### src/rtl/fetch_defs.sv
// Shared fetch-unit definitions: word width, default reset PC and FSM state encoding.
package fetch_defs;

  localparam int unsigned XLEN = 32;
  localparam logic [XLEN-1:0] DEF_RESET_PC = 32'h0000_0000;

  typedef enum logic [1:0] {
    StIdle = 2'd0,
    StReq  = 2'd1,
    StKill = 2'd2,
    StFull = 2'd3
  } fetch_state_e;

  function automatic logic [XLEN-1:0] word_align(input logic [XLEN-1:0] addr);
    return addr & ~32'h0000_0003;
  endfunction

endpackage

### src/rtl/fetch_buf.sv
// Two-entry in-order instruction buffer with registered head outputs.
module fetch_buf
  import fetch_defs::*;
(
  input  logic            clk,
  input  logic            reset_n,
  input  logic            i_enq,
  input  logic            i_deq,
  input  logic            i_flush,
  input  logic [XLEN-1:0] i_enq_pc,
  input  logic [XLEN-1:0] i_enq_instr,
  output logic [1:0]      o_count,
  output logic            o_valid,
  output logic [XLEN-1:0] o_head_pc,
  output logic [XLEN-1:0] o_head_instr
);

  logic [XLEN-1:0] r_pc    [2];
  logic [XLEN-1:0] r_instr [2];
  logic [1:0]      r_count;
  logic            r_valid;

  logic [XLEN-1:0] w_pc_d    [2];
  logic [XLEN-1:0] w_instr_d [2];
  logic [1:0]      w_count_d;
  logic            w_deq;
  logic            w_enq;
  logic            w_slot;

  always_comb begin
    w_deq     = i_deq && (r_count != 2'd0);
    w_enq     = i_enq && ((r_count != 2'd2) || w_deq);
    // Write slot is the first free entry after any same-cycle shift.
    w_slot    = (r_count == 2'd2) || ((r_count == 2'd1) && !w_deq);
    w_pc_d    = r_pc;
    w_instr_d = r_instr;
    w_count_d = r_count;
    if (i_flush) begin
      w_count_d = 2'd0;
    end else begin
      if (w_deq) begin
        w_pc_d[0]    = r_pc[1];
        w_instr_d[0] = r_instr[1];
      end
      if (w_enq) begin
        w_pc_d[w_slot]    = i_enq_pc;
        w_instr_d[w_slot] = i_enq_instr;
      end
      w_count_d = r_count + {1'b0, w_enq} - {1'b0, w_deq};
    end
  end

  always_ff @(posedge clk or negedge reset_n) begin
    if (!reset_n) begin
      r_pc    <= '{default: '0};
      r_instr <= '{default: '0};
      r_count <= 2'd0;
      r_valid <= 1'b0;
    end else begin
      r_pc    <= w_pc_d;
      r_instr <= w_instr_d;
      r_count <= w_count_d;
      r_valid <= (w_count_d != 2'd0);
    end
  end

  assign o_count      = r_count;
  assign o_valid      = r_valid;
  assign o_head_pc    = r_pc[0];
  assign o_head_instr = r_instr[0];

endmodule

### src/rtl/fetch_unit.sv
// Instruction fetch: PC sequencing, request FSM and redirect handling in front of fetch_buf.
module fetch_unit
  import fetch_defs::*;
#(
  parameter logic [XLEN-1:0] RESET_PC = DEF_RESET_PC
) (
  input  logic            clk,
  input  logic            reset_n,
  output logic            imem_req,
  output logic [XLEN-1:0] imem_addr,
  input  logic            imem_ack,
  input  logic [XLEN-1:0] imem_rdata,
  input  logic            redirect,
  input  logic [XLEN-1:0] redirect_pc,
  output logic            instr_valid,
  input  logic            instr_ready,
  output logic [XLEN-1:0] instr,
  output logic [XLEN-1:0] instr_pc,
  output logic [5:0]      op,
  output logic [5:0]      funct
);

  fetch_state_e    r_state;
  logic            r_req;
  logic [XLEN-1:0] r_pc;
  logic [XLEN-1:0] r_target;

  logic            w_enq;
  logic            w_deq;
  logic            w_fill;
  logic [1:0]      w_count;
  logic [XLEN-1:0] w_redir_pc;

  assign w_redir_pc = word_align(redirect_pc);
  assign w_enq      = (r_state == StReq) && imem_ack && !redirect;
  assign w_deq      = instr_valid && instr_ready && !redirect;
  assign w_fill     = w_enq && (((w_count == 2'd1) && !w_deq) || ((w_count == 2'd2) && w_deq));

  always_ff @(posedge clk or negedge reset_n) begin
    if (!reset_n) begin
      r_state  <= StIdle;
      r_req    <= 1'b0;
      r_pc     <= RESET_PC;
      r_target <= RESET_PC;
    end else begin
      unique case (r_state)
        StIdle: begin
          r_state <= StReq;
          r_req   <= 1'b1;
          if (redirect) r_pc <= w_redir_pc;
        end
        StReq: begin
          if (redirect) begin
            if (imem_ack) begin
              r_pc <= w_redir_pc;
            end else begin
              // Request already on the bus: keep it stable and drop its data later.
              r_target <= w_redir_pc;
              r_state  <= StKill;
            end
          end else if (imem_ack) begin
            r_pc <= r_pc + 32'd4;
            if (w_fill) begin
              r_state <= StFull;
              r_req   <= 1'b0;
            end
          end
        end
        StKill: begin
          if (imem_ack) begin
            r_pc    <= redirect ? w_redir_pc : r_target;
            r_state <= StReq;
          end else if (redirect) begin
            r_target <= w_redir_pc;
          end
        end
        StFull: begin
          if (redirect) begin
            r_pc    <= w_redir_pc;
            r_state <= StReq;
            r_req   <= 1'b1;
          end else if (w_deq) begin
            r_state <= StReq;
            r_req   <= 1'b1;
          end
        end
        default: begin
          r_state <= StIdle;
          r_req   <= 1'b0;
        end
      endcase
    end
  end

  fetch_buf u_buf (
    .clk          (clk),
    .reset_n      (reset_n),
    .i_enq        (w_enq),
    .i_deq        (w_deq),
    .i_flush      (redirect),
    .i_enq_pc     (r_pc),
    .i_enq_instr  (imem_rdata),
    .o_count      (w_count),
    .o_valid      (instr_valid),
    .o_head_pc    (instr_pc),
    .o_head_instr (instr)
  );

  assign imem_req  = r_req;
  assign imem_addr = r_pc;
  assign op        = instr[31:26];
  assign funct     = instr[5:0];

endmodule

### config.mk
export PLATFORM = sky130hd
export DESIGN_NAME = fetch_unit
export DESIGN_NICKNAME = d
export VERILOG_FILES = /design/src/rtl/fetch_defs.sv /design/src/rtl/fetch_buf.sv /design/src/rtl/fetch_unit.sv
export SDC_FILE = /design/constraint.sdc
export NUM_CORES = 1
export LEC_CHECK = 0
export ABC_AREA = 1
export CAP_MARGIN = 0
export CORE_ASPECT_RATIO = 0.7
export CORE_MARGIN = 3
export CORE_UTILIZATION = 53
export CTS_CLUSTER_DIAMETER = 200
export CTS_CLUSTER_SIZE = 24
export DETAILED_ROUTE_END_ITERATION = 16
export PLACE_DENSITY_LB_ADDON = 0.08
export SKIP_CTS_REPAIR_TIMING = 1
export SYNTH_ARGS = -nofsm -noshare
export SYNTH_HDL_FRONTEND = slang
export SYNTH_SLANG_ARGS = --single-unit
### constraint.sdc
create_clock -name clk -period 2.7 [get_ports clk]
set_input_delay 0.27 -clock clk [delete_from_list [all_inputs] [get_ports clk]]
set_output_delay 0.27 -clock clk [all_outputs]
set_load 0.03 [all_outputs]
### After elaboration in Yosys (flattened, before gate mapping)

Index checks and enable logic that the tools add are counted.
Widths: inputs -> output; s select.

| cells by class | value |
|---|---|
| add/subtract/negate cells | 3 |
| order comparisons | 2 |
| eq/ne operators | 18 |
| mux-type cells | 36 |
| bitwise operators | 2 |
| reductions and logical operators | 28 |

Operator list:

| operator | number |
|---|---|
| $mux 32 | 14 |
| $bwmux 64 | 2 |
| $mux 64 | 2 |
| $pmux 32 s3 | 1 |
| $pmux 32 s2 | 1 |
| $add 32x3->32 const B | 1 |
| $demux 32 s1 | 1 |
| $mux 2 | 8 |
| $ne 2x2->1 const B | 8 |
| $logic_and 1x1->1 | 11 |
| $reduce_and 5->1 | 2 |
| $ne 3x3->1 const B | 3 |
| $pmux 2 s4 | 1 |
| $eq 2x2->1 const B | 3 |
| $reduce_bool 2->1 | 3 |
| $mux 1 | 5 |
| $eq 2x1->1 const B | 2 |
| $reduce_and 4->1 | 1 |
| $logic_not 1->1 | 3 |
| $logic_or 1x1->1 | 3 |
| $ne 3x2->1 const B | 1 |
| $pmux 1 s3 | 1 |
| $reduce_and 3->1 | 1 |
| $reduce_bool 3->1 | 1 |
| other kinds (10) | 10 |

| word-level totals | value |
|---|---|
| register bits after elaboration | 198 |
| input port bits | 69 |
| output and inout port bits | 110 |
| logic and storage cells | 99 |

### Logic depth before layout (Yosys ltp)

Gate-level depths: netlist of run 1.

| depth | value |
|---|---|
| depth in word-level cells | 13 |
| depth in mapped cells | 13 |
| depth with buffers taken out | 12 |

### Modules after synthesis

From an unflattened synthesis of run 1, not the netlist that was laid out.

| second synthesis, totals | value |
|---|---|
| cells, all modules | 1,682 |
| area total of the unflattened synthesis | 12,064.1 um2 |

Modules (own cells, without submodules):

| module | instances | cells each | area each (um2) | seq. area each (um2) |
|---|---|---|---|---|
| fetch_buf | 1 | 1,007 | 7,509.7 | 3,278.1 |
| fetch_unit | 1 | 675 | 4,554.4 | 1,676.6 |

### Worst setup path after synthesis of run 1

No wires, ideal clock.

| timing | value |
|---|---|
| path kind | flip-flop to flip-flop |
| from | register u_buf.r_valid, in the netlist u_buf.o_valid |
| to | register u_buf.r_valid, in the netlist u_buf.o_valid |
| library setup time | 135 ps |
| arrival | 1,654 ps |
| required time | 2,565 ps |
| slack | 911 ps |
| stages on the path, launching flop included | 9 |
| buffers on the path | 1 |
| clock period less this slack | 1,789 ps |
| path through | dfrtp_1 nand3_4 a21oi_2 buf_2 ha_1 inv_1 ha_1 inv_1 o22ai_1 |

| between the ends | value |
|---|---|
| longest elaborated chain between the ends | 9 |

Ends and longest elaborated chain:

| what | line | source |
|---|---|---|
| start: declaration | fetch_buf.sv:21 | `logic r_valid;` |
| start signal: assignment | fetch_buf.sv:63 | `r_valid <= (w_count_d != 2'd0);` |
| $logic_and 1x1->1 (*) (2 in series) | fetch_unit.sv:36 | `assign w_deq = instr_valid && instr_ready && !redirect;` |
| $logic_and 1x1->1 (*) | fetch_buf.sv:31 | `w_deq = i_deq && (r_count != 2'd0);` |
| $logic_or 1x1->1 | fetch_buf.sv:32 | `w_enq = i_enq && ((r_count != 2'd2) \|\| w_deq);` |
| $logic_and 1x1->1 | fetch_buf.sv:32 |  |
| $add 2x1->2 | fetch_buf.sv:49 | `w_count_d = r_count + {1'b0, w_enq} - {1'b0, w_deq};` |
| $sub 2x1->2 (*) | fetch_buf.sv:49 |  |
| $mux 2 (*) | fetch_buf.sv:38 | `if (i_flush) begin` |
| $reduce_bool 2->1 (*) | fetch_buf.sv:63 |  |

Mark *: on every way between the ends. The rest lies on a longest branch, timed or not.
A chain may end at the register's enable or synchronous reset.

### Worst setup path after layout of run 1

| timing | value |
|---|---|
| from | register r_state[1] |
| to | register u_buf.r_instr, in the netlist u_buf.o_head_instr[31] |

| between the ends | value |
|---|---|
| longest elaborated chain between the ends | 5 |

Ends and longest elaborated chain:

| what | line | source |
|---|---|---|
| start: declaration | fetch_unit.sv:23 | `fetch_state_e r_state;` |
| start signal: assignment | fetch_unit.sv:41 | `r_state <= StIdle;` |
| start signal: assignment | fetch_unit.sv:48 | `r_state <= StReq;` |
| start signal: assignment | fetch_unit.sv:59 | `r_state <= StKill;` |
| $eq 2x1->1 | fetch_unit.sv:35 | `assign w_enq = (r_state == StReq) && imem_ack && !redirect;` |
| $logic_and 1x1->1 (2 in series) | fetch_unit.sv:35 |  |
| $logic_and 1x1->1 | fetch_buf.sv:32 |  |
| $mux 64 | fetch_buf.sv:45 | `if (w_enq) begin` |
| end signal: assignment | fetch_buf.sv:61 | `r_instr <= w_instr_d;` |
| end: declaration | fetch_buf.sv:19 | `logic [XLEN-1:0] r_instr [2];` |

No other way between the ends.

==> results of run 1 <==
## cell usage in the layout (no fill, tap or decap), types with 7 or more instances in the layout
| cell type | netlist | routed |
|---|---|---|
| inv_2 | 45 | 45 |
| o21ai_1 | 42 | 42 |
| buf_4 | 82 | 23 |
| nor2_1 | 60 | 60 |
| clkdlybuf4s50_1 | 0 | 175 |
| a22oi_1 | 7 | 7 |
| o21ai_2 | 42 | 42 |
| ha_1 | 8 | 8 |
| nand2_2 | 31 | 31 |
| clkbuf_16 | 0 | 17 |
| nand2_1 | 560 | 559 |
| buf_12 | 0 | 8 |
| dfrtp_1 | 198 | 198 |
| nand3_1 | 38 | 38 |
| o21ai_0 | 97 | 97 |
| a21oi_1 | 37 | 37 |
| inv_1 | 128 | 128 |
| a31oi_1 | 8 | 8 |
## report_power, final
group	total (mW)	leakage, nW	switching (mW)	internal [mW]
Combinational	8.04	3.63	4.93	3.11
Sequential	5.47	2.41	1.08	4.39
Clock	2.50	0.273	1.27	1.23
## cells by family after synthesis
family	share of synthesized area [%]
adders and majority gates	0.908
xor gates and xnor gates	0.238
buffers and inverters	14.9
AOI/OAI and AO/OA	13.6
and+or+nand+nor	25.4
DFF	45.0
## area by class of cell
cell class | count | area, sq um
clock buffer | 18 | 429
clock inverter | 14 | 139
fill | 1793 | 7050
inverter | 175 | 659
multi-input combinational | 962 | 4440
sequential | 198 | 4950
tap | 270 | 338
timing repair buffer | 208 | 2110
## stage by stage
stage	area (sq um)	utilization, %	cells
after floorplan	11000	-	1477
after global placement	12500	62.1	1812
after detailed placement	12500	62.1	1812
after CTS	13100	64.9	1844
after global routing	13100	65.0	1845
final	13100	65.0	1845
## worst register-to-register path: stages (launching register included)
cell and delay, ns:
dfrtp_1 0.44, inv_1 0.10, ha_1 0.26, inv_2 0.07, nor2_4 0.11, nand2_2 0.07
a21oi_4 0.18, inv_2 0.07, nor2_4 0.26, buf_4 0.36, nand2_1 0.10, o21ai_0 0.10
inv_1 0.05
## final timing paths
path                                           to  depth (start not counted)
setup / recovery           u_buf.o_head_instr[31]                         12
hold / removal                           register                          3
setup reg to reg           u_buf.o_head_instr[31]                         12
hold reg to reg                      r_target[28]                          2
max in group asynchronous     u_buf.o_head_pc[27]                          3
min in group asynchronous     u_buf.o_head_pc[20]                          2
## metal layers
| layer | global-route usage [%] | wire length, microns |
|---|---|---|
| met1 | 36.5 | 12800 |
| met5 | 0 | 0 |
| met4 | 3.98 | 175 |
| met3 | 4.91 | 1690 |
| met2 | 39.0 | 12300 |
==> out/summary.txt, run 1 <==
status: completed
mapped cell area: 11,000 sq um
origin of the critical flop-to-flop path: r_state[1]
die footprint: 22,600 sq um
total gr overflow: 0
top-area cell type share of the netlist area: 45.0%
post-route minimum period: 2.27 ns
power per cell area: 1230 nW/um^2
Worst Hold Class: in2reg
num ports: 179
crit-path max FO: 24
Core Area: 20,100 sq um
first-iteration detailed-routing DRC count: 677
RSZ-0062 raised after global routing: no
Avg Inst Size Synth: 7.46 sq um
WL per Instance: 14.6 microns
FMAX: 440 MHz
CTS Buf Count: 17
crit path from: r_state[1]
largest net degree at the start of global routing: 77
Yosys reg bits: 198
worst path required time: 3.02 ns
number of flops mapped to enable cells by yosys: 0
actual slew at the worst max-slew pin: 0.820 ns
total wire length: 27,000 microns
Post-synth ARST share: 100%
Worst Skew: 0.0131 ns
share of cells above drive strength 1: 12.0%
CP Cell Sequence: inv_1, ha_1, inv_2, nor2_4, nand2_2, a21oi_4, inv_2, nor2_4, buf_4, nand2_1, o21ai_0, inv_1
Worst Setup End Kind: register
WP data arrival: 2.59 ns
Synthesized Nets: 1,554
critical path's top delay family: buffers and inverters
Setup WS pre-CTS: 0.330 ns
Detailed Place HPWL: 19,400 microns
hold violation count in the final report: 0
CP Class: reg2reg
Final ANT Viol Nets: 0
Post-Syn Instances: 1,477
commonest cells in the netlist: 560 x nand2_1, 198 x dfrtp_1, 128 x inv_1, 97 x o21ai_0, 82 x buf_4
Row Count: 43
vias post-DR: 9,417
register-to-register setup slack: 0.43 ns
nets@finish: 1,639
Ant. Diodes: 0
first-pass iteration count of the detailed router: 5
Worst Min Path Start: imem_rdata[1]
synth top area cells: dfrtp_1 45%, nand2_1 19%, buf_4 5.6%, o21ai_0 4.4%, inv_1 4.4%
Synth area leader: dfrtp_1
Starting Density: 54.8%
Period Utilization, post-route: 84.1%
PortBufs: 176
Area growth, synth to finish: 18.6%
Setup WS post-layout: 0.428 ns
Synth Flop Type: dfrtp_1
Synth cell types: 38
Pleak: 6.32 nW
die height: 127 microns
WP buf/inv: 5
Slew headroom: 45.2%
Design Power: 16.0 mW
H-tree Lvls: 4
Crit-path slowest cell: dfrtp_1
initial antenna violation count: 0
vias in the first global route: 8,976
worst-case clock buffer depth: 2
first-pass GRT wire length: 45,100 microns
Sink Count: 198
setup tns final: 0 ns
Clock Tree Root: clkbuf_16
Routability Congestion: 0.947
# DRC: 0
Yosys warnings: 0
Vias per Instance: 5.10
hold_ws: 0.398 ns
clk slew on worst S/H paths: 0.07 ns
count leader, synth: nand2_1
maximum vdd ir drop: 812 uV
register area share after synthesis: 45.0%
Max stage delay on crit path: 0.44 ns
Final Max Tran Viols: 0
Tot GR Track Use: 24.8%
Critical Path Source Type: register
die width: 178 microns
Worst-Skew Late Latency: 0.44 ns
MaxCap Viol Count: 0
setup violators final: 0
CTS tree: built
No activity file was read; power rests on OpenSTA's default activity.
==> inputs of run 2 (changes only) <==
Clock period 2.7 ns to 2.3 ns, I/O delays scaled along.
==> out/summary.txt, run 2 (synthesis gave the netlist of run 1 again) <==
CP Cell Sequence: inv_1, ha_1, o21ai_0, nand2_1, buf_4, a21oi_1, o22ai_1 (was inv_1, ha_1, inv_2, nor2_4, nand2_2, a21oi_4, inv_2, nor2_4, buf_4, nand2_1, o21ai_0, inv_1)
setup tns final: 0 ns (unchanged)
MaxCap Viol Count: 0 (unchanged)
vias in the first global route: 8,732 (was 8,976)
Sink Count: 198 (unchanged)
Inst Count DP: 1,811 (was 1,812)
crit-path max FO: 9 (was 24)
RSZ-0062 raised after global routing: no (unchanged)
# DRC: 0 (unchanged)
actual slew at the worst max-slew pin: 0.467 ns (was 0.820 ns)
Critical Path Source Type: register (unchanged)
die width: 178 microns (unchanged)
power per cell area: 1460 nW/um^2 (was 1230 nW/um^2)
first-iteration detailed-routing DRC count: 851 (was 677)
Row Count: 43 (unchanged)
FMAX: 473 MHz (was 440 MHz)
first-pass iteration count of the detailed router: 7 (was 5)
Worst Hold Class: in2async (was in2reg)
most common cell after layout, fill and taps aside: nand2_1 (unchanged)
Area growth, synth to finish: 19.2% (was 18.6%)
nets@finish: 1,638 (was 1,639)
Worst-Skew Late Latency: 0.43 ns (was 0.44 ns)
setup violators final: 0 (unchanged)
post-route minimum period: 2.12 ns (was 2.27 ns)
Vias per Instance: 5.10 (about the same)
register-to-register setup slack: 0.18 ns (was 0.43 ns)
Detailed Place HPWL: 19,300 microns (was 19,400 microns)
H-tree Lvls: 4 (unchanged)
R2R Path End: imem_addr[1] (was u_buf.o_head_instr[31])
CTS Buf Count: 17 (unchanged)
Tot GR Track Use: 24.9% (was 24.8%)
maximum vdd ir drop: 994 uV (was 812 uV)
WP data arrival: 2.41 ns (was 2.59 ns)
vias post-DR: 9,401 (was 9,417)
Worst Setup End Kind: register (unchanged)
die height: 127 microns (unchanged)
status: completed (unchanged)
FILL cells: 1,794 (was 1,793)
Starting Density: 54.8% (unchanged)
Period Utilization, post-route: 92.0% (was 84.1%)
PortBufs: 176 (unchanged)
Final Max Tran Viols: 0 (unchanged)
Worst Skew: 0.00996 ns (was 0.0131 ns)
hold_ws: 0.367 ns (was 0.398 ns)
CTS tree: built (unchanged)
total gr overflow: 0 (unchanged)
Pleak: 6.34 nW (was 6.32 nW)
Clock Tree Root: clkbuf_16 (unchanged)
worst-case clock buffer depth: 2 (unchanged)
WL per Instance: 14.9 microns (was 14.6 microns)
Core Area: 20,100 sq um (unchanged)
die footprint: 22,600 sq um (unchanged)
largest net degree at the start of global routing: 58 (was 77)
Crit-path slowest cell: dfrtp_1 (unchanged)
CP Class: reg2reg (unchanged)
most frequent cells in the layout: 559 x nand2_1, 198 x dfrtp_1, 175 x clkdlybuf4s50_1 (unchanged)
worst path required time: 2.60 ns (was 3.02 ns)
origin of the critical flop-to-flop path: r_state[0] (was r_state[1])
total wire length: 27,400 microns (was 27,000 microns)
first-pass GRT wire length: 44,900 microns (was 45,100 microns)
clk slew on worst S/H paths: 0.07 ns (about the same)
share of cells above drive strength 1: 12.1% (was 12.0%)
hold violation count in the final report: 0 (unchanged)
Slew headroom: 68.9% (was 45.2%)
fin util: 65.3% (was 65.0%)
initial antenna violation count: 0 (unchanged)
fin cells: 1,844 (was 1,845)
Ant. Diodes: 0 (unchanged)
Final ANT Viol Nets: 0 (unchanged)
num ports: 179 (unchanged)
Max stage delay on crit path: 0.43 ns (was 0.44 ns)
R2R cell count: 7 (was 12)
Routability Congestion: 0.939 (was 0.947)
[run 2: worst max-delay path by stage]
stage	end	depth (start not counted)	from	slack (ns)
floorplan	u_buf.o_valid	8	u_buf.o_valid	0.51
global placement	imem_addr[8]	6	redirect	0.17
detailed placement	u_buf.o_head_instr[1]	10	redirect	0.12
CTS	imem_addr[31]	9	r_state[1]	0.19
global route	u_buf.o_head_instr[3]	12	r_state[1]	0.02
finish	imem_addr[1]	7	r_state[0]	0.18
[run 2: cell type report]
class / instances / area, sq um / area share [%]
multi-input cells: 962 / 4440 / 33.8
repair buffers: 207 / 2130 / 16.2
inverters: 175 / 663 / 5.05
clock buffers: 21 / 470 / 3.58
flip-flops and latches: 198 / 4950 / 37.7
clock inverters: 11 / 146 / 1.11
well taps: 270 / 338 / 2.57
[run 2: where the power goes]
group	internal [mW]	total, mW	switching, mW	leakage (nW)
Clock	1.81	3.18	1.37	0.300
Combinational	3.68	9.51	5.83	3.63
Sequential	5.16	6.45	1.29	2.41
[run 2: through the flow]
stage                     power [mW]  worst slack (ns)  area (sq um)
after floorplan                 13.4             0.511         11000
after global placement          15.8             0.171         12500
after detailed placement        16.0             0.115         12500
after CTS                       19.2             0.195         13100
after global routing            20.5            0.0216         13100
final                           19.1             0.185         13100
[run 2: critical path, delay by kind of cell, from the launching register on]
family / cells / cell delay, ns
buffers and inverters: 2 / 0.32
DFF: 1 / 0.43
adders and majority gates: 1 / 0.33
AOI/OAI and AO/OA: 3 / 0.72
and+or+nand+nor: 1 / 0.18
[run 2: per-layer routing]
metal,up-vias,GRT usage [%],part of all wire [%]
met2,279,37.4,45
met5,-,0,0
met1,4417,37.4,47
met4,0,5.27,1.2
met3,25,5.15,6.1
li1,4680,-,-
==> inputs of run 3 (changes only) <==
Settings changed: PLACE_DENSITY_LB_ADDON 0.08 to 0.3.
==> out/summary.txt, run 3 (synthesis gave the netlist of run 1 again) <==
status: completed (unchanged)
WL per Instance: 15.1 microns (was 14.9 microns)
combinational share of power: 49.2% (was 49.7%)
# DRC: 0 (unchanged)
Period Utilization, post-route: 92.2% (was 92.0%)
hold_ws: 0.330 ns (was 0.367 ns)
Sink Count: 198 (unchanged)
die width: 178 microns (unchanged)
register-to-register setup slack: 0.18 ns (about the same)
Area growth, synth to finish: 20.3% (was 19.2%)
RSZ-0062 raised after global routing: no (unchanged)
vias in the first global route: 9,077 (was 8,732)
CP Class: reg2reg (unchanged)
Pleak: 6.39 nW (was 6.34 nW)
Crit-path slowest cell: dfrtp_1 (unchanged)
H-tree Lvls: 4 (unchanged)
worst-case clock buffer depth: 2 (unchanged)
Worst Setup End Kind: register (unchanged)
DR top layer: met4 (unchanged)
origin of the critical flop-to-flop path: r_state[1] (was r_state[0])
switch share: 44.3% (was 44.4%)
Inst Count DP: 1,815 (was 1,811)
Pint: 10.9 mW (was 10.6 mW)
vias post-DR: 9,522 (was 9,401)
Worst Hold Class: in2async (unchanged)
Ant. Diodes: 0 (unchanged)
total gr overflow: 0 (unchanged)
CP Cell Sequence: inv_1, ha_1, inv_2, nor2_4, nand2_2, a21oi_4, buf_4, nand2_4, buf_12, nand2_1, o21ai_0 (was inv_1, ha_1, o21ai_0, nand2_1, buf_4, a21oi_1, o22ai_1)
Core Area: 20,100 sq um (unchanged)
crit-path max FO: 94 (was 9)
FMAX: 471 MHz (was 473 MHz)
Clk network pwr share: 17.7% (was 16.6%)
hold violation count in the final report: 0 (unchanged)
Starting Density: 54.8% (unchanged)
Design Power: 19.5 mW (was 19.1 mW)
Worst Skew: 0.0115 ns (was 0.00996 ns)
initial antenna violation count: 0 (unchanged)
first-pass GRT wire length: 46,000 microns (was 44,900 microns)
first-pass iteration count of the detailed router: 6 (was 7)
Post-DP Area: 12,600 sq um (was 12,500 sq um)
CTS Buf Count: 17 (unchanged)
nets@finish: 1,642 (was 1,638)
Routability Congestion: 0.955 (was 0.939)
Final ANT Viol Nets: 0 (unchanged)
most common cell after layout, fill and taps aside: nand2_1 (unchanged)
post-route minimum period: 2.12 ns (about the same)
num ports: 179 (unchanged)
P_sw: 8.65 mW (was 8.49 mW)
R2R cell count: 11 (was 7)
largest net degree at the start of global routing: 95 (was 58)
die footprint: 22,600 sq um (unchanged)
fin util: 65.9% (was 65.3%)
Tot GR Track Use: 25.2% (was 24.9%)
Row Count: 43 (unchanged)
Final Max Tran Viols: 0 (unchanged)
power per cell area: 1470 nW/um^2 (was 1460 nW/um^2)
PortBufs: 176 (unchanged)
CTS tree: built (unchanged)
wire length on met1: 13,100 microns (was 13,000 microns)
Critical Path Source Type: register (unchanged)
clk slew on worst S/H paths: 0.08 ns (was 0.07 ns)
Vias per Instance: 5.15 (was 5.10)
most frequent cells in the layout: 559 x nand2_1, 198 x dfrtp_1, 175 x clkdlybuf4s50_1 (unchanged)
Setup WS post-layout: 0.178 ns (was 0.185 ns)
Setup WS pre-CTS: 0.129 ns (was 0.115 ns)
Worst-Skew Late Latency: 0.43 ns (about the same)
die height: 127 microns (unchanged)
sequential power share: 33.1% (was 33.7%)
first-iteration detailed-routing DRC count: 931 (was 851)
Detailed Place HPWL: 19,600 microns (was 19,300 microns)
worst path required time: 2.59 ns (was 2.60 ns)
actual slew at the worst max-slew pin: 0.502 ns (was 0.467 ns)
total wire length: 27,800 microns (was 27,400 microns)
metal2 WL: 12,400 microns (about the same)
fin cells: 1,848 (was 1,844)
setup violators final: 0 (unchanged)
setup tns final: 0 ns (unchanged)
share of cells above drive strength 1: 12.2% (was 12.1%)
maximum vdd ir drop: 953 uV (was 994 uV)
WP data arrival: 2.41 ns (about the same)
Met3 Wirelength: 1990 microns (was 1680 microns)
Clock Tree Root: clkbuf_16 (unchanged)
Slew headroom: 66.5% (was 68.9%)
final design instance area without fill: 13,300 sq um (was 13,100 sq um)
MaxCap Viol Count: 0 (unchanged)
Max stage delay on crit path: 0.45 ns (was 0.43 ns)
==> run 3: cell count changes in the layout (fill, tap and decap cells not counted), moves of 2 or more <==
cell        delta
clkbuf_8       -3
clkinv_2       -3
inv_8          +3
buf_12         +2
buf_4          +2
bufinv_16      +2
clkinv_8       +2
clkinvlp_4     -2
==> run 3: power by group through the flow <==
stage / Combinational [mW] / Clock (mW) / Sequential [mW]
detailed placement: 9.57 / 0 / 6.47
finish: 9.61 / 3.45 / 6.46
floorplan: 6.81 / 0 / 6.59
global route: 10.6 / 3.66 / 6.67
global placement: 9.35 / 0 / 6.43
CTS: 9.65 / 3.51 / 6.44
==> run 3: final cells by class <==
| cell class | instances | area (sq um) |
|---|---|---|
| Tap cell | 270 | 338 |
| Sequential cell | 198 | 4950 |
| Inverter | 175 | 659 |
| Fill cell | 1664 | 6860 |
| Clock buffer | 17 | 425 |
| Multi-Input combinational cell | 962 | 4440 |
| Clock inverter | 15 | 259 |
| Timing Repair Buffer | 211 | 2180 |
==> run 3: worst max-delay path: cells and delay by family, from the launching register on <==
kind	cells	cell delay, ns
buffers and inverters	4	0.57
AO/OA/AOI/OAI	2	0.22
adder cells (fa/ha/maj)	1	0.26
AND/OR/NAND/NOR	4	0.41
flip-flops	1	0.45
==> run 3: worst max-delay path by stage <==
| stage | startpoint | end | depth (start not counted) |
|---|---|---|---|
| after floorplan | u_buf.o_valid | u_buf.o_valid | 8 |
| after global placement | redirect | u_buf.o_head_instr[30] | 11 |
| after detailed placement | redirect | u_buf.o_head_instr[31] | 11 |
| after CTS | r_state[0] | imem_addr[30] | 10 |
| after global routing | imem_addr[3] | imem_addr[26] | 10 |
| final | r_state[1] | register | 11 |
==> run 3: per-layer routing <==
layer	vias up	track usage [%]
met1	4470	37.2
met3	31	5.39
met5	-	0
met4	0	5.49
li1	4685	-
met2	336	38.4
